==> config.mk <==
export PLATFORM = sky130hd
export DESIGN_NAME = ps2_rx
export DESIGN_NICKNAME = d
export VERILOG_FILES = /design/src/rtl/ps2_rx.sv
export SDC_FILE = /design/constraint.sdc
export NUM_CORES = 1
export LEC_CHECK = 0
export CORE_AREA = 2 2 114 61
export CTS_CLUSTER_DIAMETER = 200
export DETAILED_ROUTE_END_ITERATION = 8
export DIE_AREA = 0 0 116 63
export PLACE_DENSITY = 0.66
export RECOVER_POWER = 100
export SLEW_MARGIN = 20
export SYNTH_ARGS = -nofsm -noshare
export SYNTH_HDL_FRONTEND = slang
export SYNTH_SLANG_ARGS = --single-unit
==> constraint.sdc <==
create_clock -name clk -period 3.8 [get_ports clk]
set_clock_uncertainty 0.1 [all_clocks]
set_input_delay 0.95 -clock clk [delete_from_list [all_inputs] [get_ports clk]]
set_output_delay 0.95 -clock clk [all_outputs]
set_load 0.05 [all_outputs]
==> src/rtl/ps2_rx.sv <==
// ps2_rx: PS/2 device-to-host receiver.
//
// Synchronizes and deglitches the raw keyboard clock/data lines, deserializes
// 11-bit frames (start, 8 data LSB first, odd parity, stop) and presents each
// good byte on `key` for one cycle. A partial frame with no clock activity for
// TIMEOUT_CYCLES is abandoned.
//
// Ports:
//   clk        system clock, all state on the rising edge
//   rst_n      asynchronous active-low reset
//   ps2_clk    raw keyboard clock (asynchronous, idles high)
//   ps2_data   raw keyboard data (asynchronous, idles high)
//   key        received byte for one cycle per good frame, 8'h00 otherwise
//   key_valid  high in the cycle `key` carries a byte
//   frame_err  one-cycle pulse on parity, stop-bit or timeout error

module ps2_rx #(
    parameter int unsigned FILTER_LEN     = 8,
    parameter int unsigned TIMEOUT_CYCLES = 200000
) (
    input  logic       clk,
    input  logic       rst_n,
    input  logic       ps2_clk,
    input  logic       ps2_data,
    output logic [7:0] key,
    output logic       key_valid,
    output logic       frame_err
);

    localparam logic [7:0]  FiltMax = 8'(FILTER_LEN - 1);
    localparam logic [19:0] ToMax   = 20'(TIMEOUT_CYCLES - 1);

    typedef enum logic [1:0] {
        StIdle,
        StData,
        StParity,
        StStop
    } state_e;

    // Two-flop synchronizers, reset to the idle (high) line level.
    logic clk_meta_q, clk_sync_q;
    logic dat_meta_q, dat_sync_q;

    // Glitch filter.
    logic [7:0] filt_cnt_q, filt_cnt_d;
    logic       filt_clk_q, filt_clk_d;
    logic       fall;

    // Frame deserializer.
    state_e      state_q, state_d;
    logic [2:0]  bitcnt_q, bitcnt_d;
    logic [7:0]  shreg_q, shreg_d;
    logic        par_q, par_d;
    logic [19:0] to_cnt_q, to_cnt_d;

    // Registered outputs.
    logic [7:0] key_q, key_d;
    logic       key_valid_q, key_valid_d;
    logic       frame_err_q, frame_err_d;

    always_ff @(posedge clk or negedge rst_n) begin
        if (!rst_n) begin
            clk_meta_q  <= 1'b1;
            clk_sync_q  <= 1'b1;
            dat_meta_q  <= 1'b1;
            dat_sync_q  <= 1'b1;
            filt_cnt_q  <= '0;
            filt_clk_q  <= 1'b1;
            state_q     <= StIdle;
            bitcnt_q    <= '0;
            shreg_q     <= '0;
            par_q       <= 1'b0;
            to_cnt_q    <= '0;
            key_q       <= '0;
            key_valid_q <= 1'b0;
            frame_err_q <= 1'b0;
        end else begin
            clk_meta_q  <= ps2_clk;
            clk_sync_q  <= clk_meta_q;
            dat_meta_q  <= ps2_data;
            dat_sync_q  <= dat_meta_q;
            filt_cnt_q  <= filt_cnt_d;
            filt_clk_q  <= filt_clk_d;
            state_q     <= state_d;
            bitcnt_q    <= bitcnt_d;
            shreg_q     <= shreg_d;
            par_q       <= par_d;
            to_cnt_q    <= to_cnt_d;
            key_q       <= key_d;
            key_valid_q <= key_valid_d;
            frame_err_q <= frame_err_d;
        end
    end

    // The filtered clock follows the synchronized clock only after the new level
    // has been seen for FILTER_LEN consecutive cycles; `fall` is asserted in the
    // cycle the filtered clock drops, which is when data is sampled.
    always_comb begin
        filt_cnt_d = '0;
        filt_clk_d = filt_clk_q;
        fall       = 1'b0;
        if (clk_sync_q != filt_clk_q) begin
            if (filt_cnt_q == FiltMax) begin
                filt_clk_d = clk_sync_q;
                fall       = filt_clk_q;
            end else begin
                filt_cnt_d = filt_cnt_q + 8'd1;
            end
        end
    end

    always_comb begin
        state_d     = state_q;
        bitcnt_d    = bitcnt_q;
        shreg_d     = shreg_q;
        par_d       = par_q;
        key_d       = '0;
        key_valid_d = 1'b0;
        frame_err_d = 1'b0;
        to_cnt_d    = (state_q == StIdle || fall) ? '0 : to_cnt_q + 20'd1;

        // A clock edge takes priority over a coincident timeout.
        if (fall) begin
            unique case (state_q)
                StIdle: begin
                    // A high level here is a spurious edge, not a start bit.
                    if (!dat_sync_q) begin
                        state_d  = StData;
                        bitcnt_d = '0;
                        shreg_d  = '0;
                    end
                end
                StData: begin
                    shreg_d[bitcnt_q] = dat_sync_q;
                    if (bitcnt_q == 3'd7) begin
                        state_d = StParity;
                    end else begin
                        bitcnt_d = bitcnt_q + 3'd1;
                    end
                end
                StParity: begin
                    par_d   = dat_sync_q;
                    state_d = StStop;
                end
                StStop: begin
                    if (dat_sync_q && (^{shreg_q, par_q})) begin
                        key_d       = shreg_q;
                        key_valid_d = 1'b1;
                    end else begin
                        frame_err_d = 1'b1;
                    end
                    state_d = StIdle;
                end
                default: state_d = StIdle;
            endcase
        end else if (state_q != StIdle && to_cnt_q == ToMax) begin
            state_d     = StIdle;
            shreg_d     = '0;
            frame_err_d = 1'b1;
        end
    end

    assign key       = key_q;
    assign key_valid = key_valid_q;
    assign frame_err = frame_err_q;

endmodule

[After elaboration in Yosys (flattened, before gate mapping)]
Index checks and enable logic that the tools add are counted.
Operators by class
  $add $sub $neg: 3
  $mul: 0
  div/mod/pow operators: 0
  magnitude comparators: 2
  equality and inequality tests: 12
  shift-type cells: 0
  mux-type cells: 30
  bitwise logic cells: 0
  reduce and logical (&&, ||, !) cells: 14
Operators by type and width (count)
  8-bit two-way mux: 8
  20-bit by 1-bit adder with 20-bit output (second input constant): 1
  20-bit by 18-bit equality test with 1-bit output (second input constant): 1
  20-bit two-way mux: 1
  8-bit case mux with 2 select lines: 1
  1-bit two-way mux: 10
  9-bit parity: 1
  8-bit by 1-bit adder with 8-bit output (second input constant): 1
  8-bit bitwise mux: 1
  8-bit by 3-bit equality test with 1-bit output (second input constant): 1
  2-bit two-way mux: 4
  2-bit case mux with 4 select lines: 1
  3-bit two-way mux: 2
  3-bit inequality test (second input constant): 2
  3-bit case mux with 2 select lines: 1
  3-bit AND reduction: 2
  2-bit nonzero test: 3
  2-bit equality test (second input constant): 2
  3-bit by 4-bit < comparator with 1-bit output (second input constant): 1
  2-bit inequality test (second input constant): 2
  2-bit AND reduction: 2
  4-bit AND reduction: 1
  3-bit by 1-bit adder with 3-bit output (second input constant): 1
  1-bit demux with 3-bit select: 1
  8 further kinds: 10
Storage, ports and cells
  bits in registers: 57
  bits in latches: 0
  memory bits (writable): 0
  memory bits (read-only): 0
  input port bits: 4
  output and inout bits: 10
  word-level logic and storage cells: 75
  memories: 0

[Logic depth before layout (Yosys ltp)]
Gate-level depths: netlist of the first run.
  depth in word-level cells: 7
  mapped depth: 7

[Worst setup path after synthesis of the first run]
OpenSTA, ideal clock, no wires.
  path kind: reg-to-reg
  start: register filt_cnt_q[0]
  end: register shreg_q[1]
  setup time: 0.121 ns
  arrival: 1.823 ns
  required time: 3.579 ns
  slack: 1.755 ns
  stages on the path, launching flop included: 8
  period minus slack after synthesis: 2.045 ns
  path through: dfrtp_1 > ha_1 > and4bb_4 > a31o_1 > or4_4 > buf_6 > nand3_1 > nand2_1
Between the ends
  cells in the longest elaborated chain, start to end: 5
RTL lines
  start, declared: RTL line 45  | logic [7:0] filt_cnt_q, filt_cnt_d;
  start signal, assigned: RTL line 82  | filt_cnt_q <= filt_cnt_d;
  8-bit by 3-bit equality test with 1-bit output *: RTL line 103  | if (filt_cnt_q == FiltMax) begin
  1-bit two-way mux *: RTL line 103
  1-bit two-way mux *: RTL line 102  | if (clk_sync_q != filt_clk_q) begin
  3-bit by 1-bit inequality test with 1-bit output (no source line), or another cell as far along
  3-bit AND reduction (no source line)
  end signal, assigned: RTL line 86  | shreg_q <= shreg_d;
  end, declared: RTL line 52  | logic [7:0] shreg_q, shreg_d;
Mark *: on every way between the ends. The rest lies on a longest branch, timed or not.
A chain may end at the register's enable or synchronous reset.

[Final worst setup path of the first run]
  start: register filt_cnt_q[0]
  end: register shreg_q[5]
Same word-level chain as after synthesis.

==> key figures, run 1 <==
Clocking
  – CTS root buf: clkbuf_16
  – CTS buffer count: 9
  – Clock sinks: 57
  – Total setup buffers inserted after CTS: 0
  – Clock tree buffer depth: 2
  – Clock slew at reported path FFs: 0.05 ns
  – Post-CTS sizing: 0
  – H-tree depth: 3
  – CTS Hold Buffers Added: 0
  – CTS tree: yes
  – Clk Latency, worst-skew pair: 0.32 ns

Final layout
  – Fillers: 571
  – P&R area growth vs syn: 19.6%
  – Layout cell share with drive strength beyond 1: 10.2%
  – # diodes: 0
  – Nets: 293
  – Final design utilization: 51.7%

Critical path
  – CP endpoint kind: register
  – Critical path class: reg -> reg
  – Worst reg2reg path depth: 6
  – Crit path launch type: register
  – CP required: 3.91 ns
  – CP arrival: 2.71 ns
  – Critical path peak fanout: 22

Power
  – Leakage: 1.47 nW
  – VDD IR max: 0.257 mV
  – Tot Pwr: 1.61 mW
  – PwrDens: 491 nW/um^2

Detailed routing
  – Drt via density: 5.11
  – WL/cell: 14.1 um
  – Number of remaining DRC errors: 0
  – Met2 WL: 1910 um
  – Routed WL: 5320 um
  – Via Count: 1925
  – Met1 wire length: 2960 um
  – DRT Pass-1 Iters: 4
  – Routed wl met3: 377 um
  – 1st-iter DRT viols: 120
  – Number of routed nets with antenna violations: 0
  – Uppermost routed layer: met4

Die
  – Core Area: 6360 um^2
  – Die area: 7310 um^2
  – # rows: 21
  – Ports: 14
  – Initial Utilization: 43.2%
  – Die Y: 63 um
  – Die W: 116 um

STA
  – Period utilization: 68.5%
  – Final hold slack: 0.256 ns
  – Unrepaired setup endpoints after global routing: no
  – Max-slew violation count: 0
  – Setup_tns: 0 ns
  – Final setup fails: 0
  – Pin slew with the least headroom to its limit: 0.925 ns
  – Slew HR: 38.4%
  – Final Hold Vio Count: 0
  – Fmax: 384 MHz
  – Minimum clock period: 2.60 ns

Min path
  – Worst hold path cell count: 0
  – Hold Path Class: reg -> reg

Global route
  – Largest net degree at the start of global routing: 45
  – Vias in the first global route: 1837
  – Gr usage total: 16.9%
  – Grt ovf: 0
  – Initial antenna violation count: 0
  – First-pass GRT wire length: 9170 um

Yosys
  – Post-synthesis cell count: 263
  – Largest cells by area after synthesis: dfrtp_1, xnor2_1, dfstp_2
  – Synth top area share: 47.4%
  – Async set or reset register ratio after synthesis: 100%
  – Sequential area share after synthesis: 52.1%
  – Mean area per synthesized cell: 10.4 um^2
  – Synth Flop Type: dfrtp_1
  – Netlist Area Pre-Place: 2750 um^2
  – Area leader, netlist: dfrtp_1
  – Post-synth top cells: dfrtp_1, nor2_1, nand3_1
  – Most instantiated library cell after synthesis: dfrtp_1
  – EDFF count, synth: 0
  – Yosys cell types: 39
  – #FFs+latches synth: 57
  – Post-synth net total: 276
  – Yosys warning total: 0

Outcome
  – Run status: completed

Place
  – I/O Buffers: 13
  – Post-DP HPWL: 3780 um
  – GPL Wtd Cong: 0.793

Job
  – Total of max-cap violations: 0
==> final timing paths <==
| check | from | endpoint | slack (ns) |
|---|---|---|---|
| max in group asynchronous | rst_n | dat_sync_q | 2.20 |
| hold / removal | dat_meta_q | dat_sync_q | 0.26 |
| setup reg to reg | filt_cnt_q[0] | shreg_q[5] | 1.20 |
| min in group asynchronous | rst_n | filt_cnt_q[6] | 0.52 |
| setup / recovery | filt_cnt_q[0] | shreg_q[5] | 1.20 |
| hold reg to reg | dat_meta_q | dat_sync_q | 0.26 |
==> critical path, cell delays in order, from the launching register on <==
cell      delay [ns]
dfrtp_1         0.39
ha_1            0.26
and4bb_4        0.23
a31o_1          0.47
or4_1           0.81
nand3_1         0.16
nand2_1         0.07
==> metrics by stage <==
stage          setup slack [ns]  instance area, um^2  cells
2_1_floorplan              1.76                 2750    263
3_3_place_gp               1.42                 2960    361
3_5_place_dp               1.35                 2960    361
4_1_cts                    1.28                 3300    377
5_1_grt                    1.09                 3290    377
6_report                   1.20                 3290    377
==> registers in the layout (all words and copies together) (netlist names) <==
name        flops
key_valid       1
dat_sync_q      1
par_q           1
clk_meta_q      1
dat_meta_q      1
to_cnt_q       20
bitcnt_q        3
frame_err       1
shreg_q         8
clk_sync_q      1
filt_cnt_q      8
state_q         2
key             8
filt_clk_q      1
==> layout by cell type, fill, tap and decap left out, types with 9 or more instances in the layout <==
| master | Yosys | layout |
|---|---|---|
| dlygate4sd3_1 | 0 | 12 |
| xnor2_1 | 16 | 16 |
| dfrtp_1 | 52 | 52 |
| nand3_1 | 20 | 20 |
| ha_1 | 9 | 9 |
| nor2_1 | 28 | 28 |
| inv_1 | 10 | 10 |
| clkbuf_16 | 0 | 9 |
| nand2_1 | 19 | 19 |
| xor2_1 | 11 | 11 |
==> per-layer routing <==
| metal | vias to the layer above | track usage [%] |
|---|---|---|
| met2 | 46 | 19.7 |
| li1 | 950 | - |
| met5 | - | 0 |
| met4 | 0 | 6.70 |
| met1 | 919 | 26.6 |
| met3 | 10 | 6.89 |
==> where the power goes <==
part	total (mW)	switching, mW	leakage (nW)	internal (mW)
Combinational	0.0715	0.0434	0.528	0.0281
Clock	0.892	0.266	0.169	0.626
Sequential	0.649	0.0164	0.777	0.633
==> logic make-up (layout without fill, tap and decap cells) <==
logic type                 after synthesis  after routing  share of synthesized area (%)
muxes                                    3              3                           1.23
adders and majority gates                9              9                           4.10
and+or+nand+nor                        118            118                           22.8
buffers and inverters                   19             41                           2.96
DFF                                     57             57                           52.1
AOI/OAI and AO/OA                       29             29                           7.38
xor gates and xnor gates                28             28                           9.43
==> cell type report <==
type,instances,area (um^2),share of cell area [%]
Multi-Input combinational cell,187,1220,37.3
Timing Repair Buffer,15,135,4.11
Sequential cell,57,1430,43.6
Inverter,10,37.5,1.14
Clock inverter,4,73.8,2.25
Clock buffer,12,267,8.11
Tap cell,92,115,3.50
(Power assumes the default switching activity.)
==> run 2, diff against run 1 <==
--- a/config.mk
+++ b/config.mk
@@ -9,7 +9,7 @@
 export CTS_CLUSTER_DIAMETER = 200
 export DETAILED_ROUTE_END_ITERATION = 8
 export DIE_AREA = 0 0 116 63
-export PLACE_DENSITY = 0.66
+export PLACE_DENSITY = 0.69
 export RECOVER_POWER = 100
 export SLEW_MARGIN = 20
 export SYNTH_ARGS = -nofsm -noshare
==> constraint.sdc (replaced) <==
create_clock -name clk -period 2.3 [get_ports clk]
set_clock_uncertainty 0.1 [all_clocks]
set_input_delay 0.575 -clock clk [delete_from_list [all_inputs] [get_ports clk]]
set_output_delay 0.575 -clock clk [all_outputs]
set_load 0.05 [all_outputs]
==> run 2 against run 1 <==
Effect of this change:
- count of clock-buffer cells in the layout is 1 lower
- via count increased by 1.5%
- final area fell by 0.99%
==> key figures, run 2 (same netlist as run 1, synthesis figures left out) <==
Outcome
  – Run status: completed

Global route
  – Grt ovf: 0 (unchanged)
  – First-pass GRT wire length: 9470 um (+3.3%)
  – Largest net degree at the start of global routing: 25 (-44%)
  – Initial antenna violation count: 0 (unchanged)
  – Vias in the first global route: 1898 (+3.3%)
  – Gr usage total: 17.4% (+0.56 points)

Clocking
  – Clock sinks: 57 (unchanged)
  – H-tree depth: 3 (unchanged)
  – CTS buffer count: 9 (unchanged)
  – Clk Latency, worst-skew pair: 0.33 ns (about the same)
  – Total setup buffers inserted after CTS: 0 (unchanged)
  – Clock tree buffer depth: 2 (unchanged)
  – CTS tree: yes
  – CTS root buf: clkbuf_16
  – Clock slew at reported path FFs: 0.05 ns (about the same)

Power
  – Tot Pwr: 2.39 mW (+48%)
  – VDD IR max: 0.447 mV (+74%)
  – PwrDens: 734 nW/um^2 (+49%)
  – Leakage: 1.45 nW (-1.4%)

Detailed routing
  – Routed WL: 5330 um (about the same)
  – DRT Pass-1 Iters: 4 (unchanged)
  – 1st-iter DRT viols: 131 (+9.2%)
  – Number of routed nets with antenna violations: 0 (unchanged)
  – Drt via density: 5.13 (+0.44%)
  – Via Count: 1954 (+1.5%)
  – WL/cell: 14.0 um (-0.96%)
  – Number of remaining DRC errors: 0 (unchanged)

Die
  – Die Y: 63 um (unchanged)
  – Ports: 14 (unchanged)
  – Die area: 7310 um^2 (unchanged)
  – Die W: 116 um (unchanged)
  – Initial Utilization: 43.2% (unchanged)
  – Core Area: 6360 um^2 (unchanged)
  – # rows: 21 (unchanged)

STA
  – Slew HR: 26.9% (-11 points)
  – Final hold slack: 0.254 ns (-0.00218 ns)
  – Pin slew with the least headroom to its limit: 1.10 ns (+0.172 ns)
  – Setup WS post-layout: 0.0966 ns (-1.10 ns)
  – Unrepaired setup endpoints after global routing: no
  – Fmax: 454 MHz
  – Max-slew violation count: 0 (unchanged)
  – Final Hold Vio Count: 0 (unchanged)
  – Period utilization: 95.8%
  – Minimum clock period: 2.20 ns
  – Setup_tns: 0 ns (unchanged)
  – Final setup fails: 0 (unchanged)

Final layout
  – Largest Register: to_cnt_q
  – Final non-filler cell total: 381 (+1.1%)
  – Largest register FFs: 20 (unchanged)
  – # diodes: 0 (unchanged)
  – P&R area growth vs syn: 18.4%
  – Final design utilization: 51.2% (-0.51 points)
  – Nets: 297 (+1.4%)
  – Layout cell share with drive strength beyond 1: 11.4% (+1.2 points)
  – Most frequent cells in the layout: dfrtp_1, nor2_1, nand3_1, nand2_1, xnor2_1
  – Most common cell after layout, fill and taps aside: dfrtp_1
  – Post-layout instance area: 3250 um^2 (-0.99%)

Min path
  – Worst hold path cell count: 0 (unchanged)
  – Hold Path Class: reg -> reg

Critical path
  – Crit-path leading delay family: buffers and inverters
  – CP endpoint kind: output pin
  – Crit path launch type: register
  – Stages on worst setup path: 1 (-5)
  – Worst reg2reg path depth: 6 (unchanged)
  – Crit-path cells: dlygate4sd3_1
  – Max incr delay on CP: 0.88 ns (+0.07 ns)
  – Slowest CP cell: dlygate4sd3_1
  – CP required: 1.62 ns (-2.29 ns)
  – Crit path buf inv count: 1 (+1)
  – CP arrival: 1.53 ns (-1.18 ns)
  – Critical path class: reg -> out
  – Critical path peak fanout: 1 (-95%)

Place
  – GPL Wtd Cong: 0.834 (+5.2%)
  – I/O Buffers: 13 (unchanged)
  – Placed cell count: 365 (+1.1%)
  – Post-DP HPWL: 3810 um (+0.80%)
  – Setup slack at placement: 0.178 ns (-1.17 ns)
  – Post-DP Area: 3000 um^2 (+1.4%)

Job
  – Total of max-cap violations: 0 (unchanged)
-- run 2: changes by cell type in the layout (fill, tap and decap cells not counted), sizes merged --
cell	change
bufinv	-2
clkinv	+2
buf	+1
clkinvlp	+1
clkbuf	+2
-- run 2: cell type report --
class                   count  area (um^2)
clock buffers              11          243
clock inverters             5         31.3
fillers                   584         3110
inverters                  10         37.5
multi-input cells         187         1240
flip-flops and latches     57         1430
well taps                  92          115
repair buffers             19          155
-- run 2: what timing repair did --
action                     CTS  global route
setup endpoints to repair    0             3
resized for setup            0             1
hold buffers                 0             0
-- run 2: path summary, 6_finish.rpt --
| path | startpoint | end | slack, ns |
|---|---|---|---|
| worst max-delay path | key[3] | key[3] | 0.1 |
| worst min-delay path | dat_meta_q | dat_sync_q | 0.25 |
| worst max register to register | filt_cnt_q[0] | bitcnt_q[0] | 0.14 |
| worst min register to register | dat_meta_q | dat_sync_q | 0.25 |
| max in group asynchronous | rst_n | bitcnt_q[2] | 0.61 |
| min in group asynchronous | rst_n | frame_err | 0.34 |
-- run 2: per-layer routing --
| metal | vias to the layer above | track usage [%] | part of all wire (%) |
|---|---|---|---|
| li1 | 953 | - | - |
| met1 | 946 | 26.5 | 53 |
| met5 | - | 0 | 0 |
| met2 | 47 | 21.2 | 37 |
| met4 | 0 | 5.80 | 1.4 |
| met3 | 8 | 8.15 | 8.3 |
-- run 2: where the power goes --
| part | switching (mW) | total [mW] | internal, mW |
|---|---|---|---|
| clock network | 0.443 | 1.19 | 0.752 |
| logic | 0.0733 | 0.120 | 0.0468 |
| registers | 0.0269 | 1.07 | 1.05 |
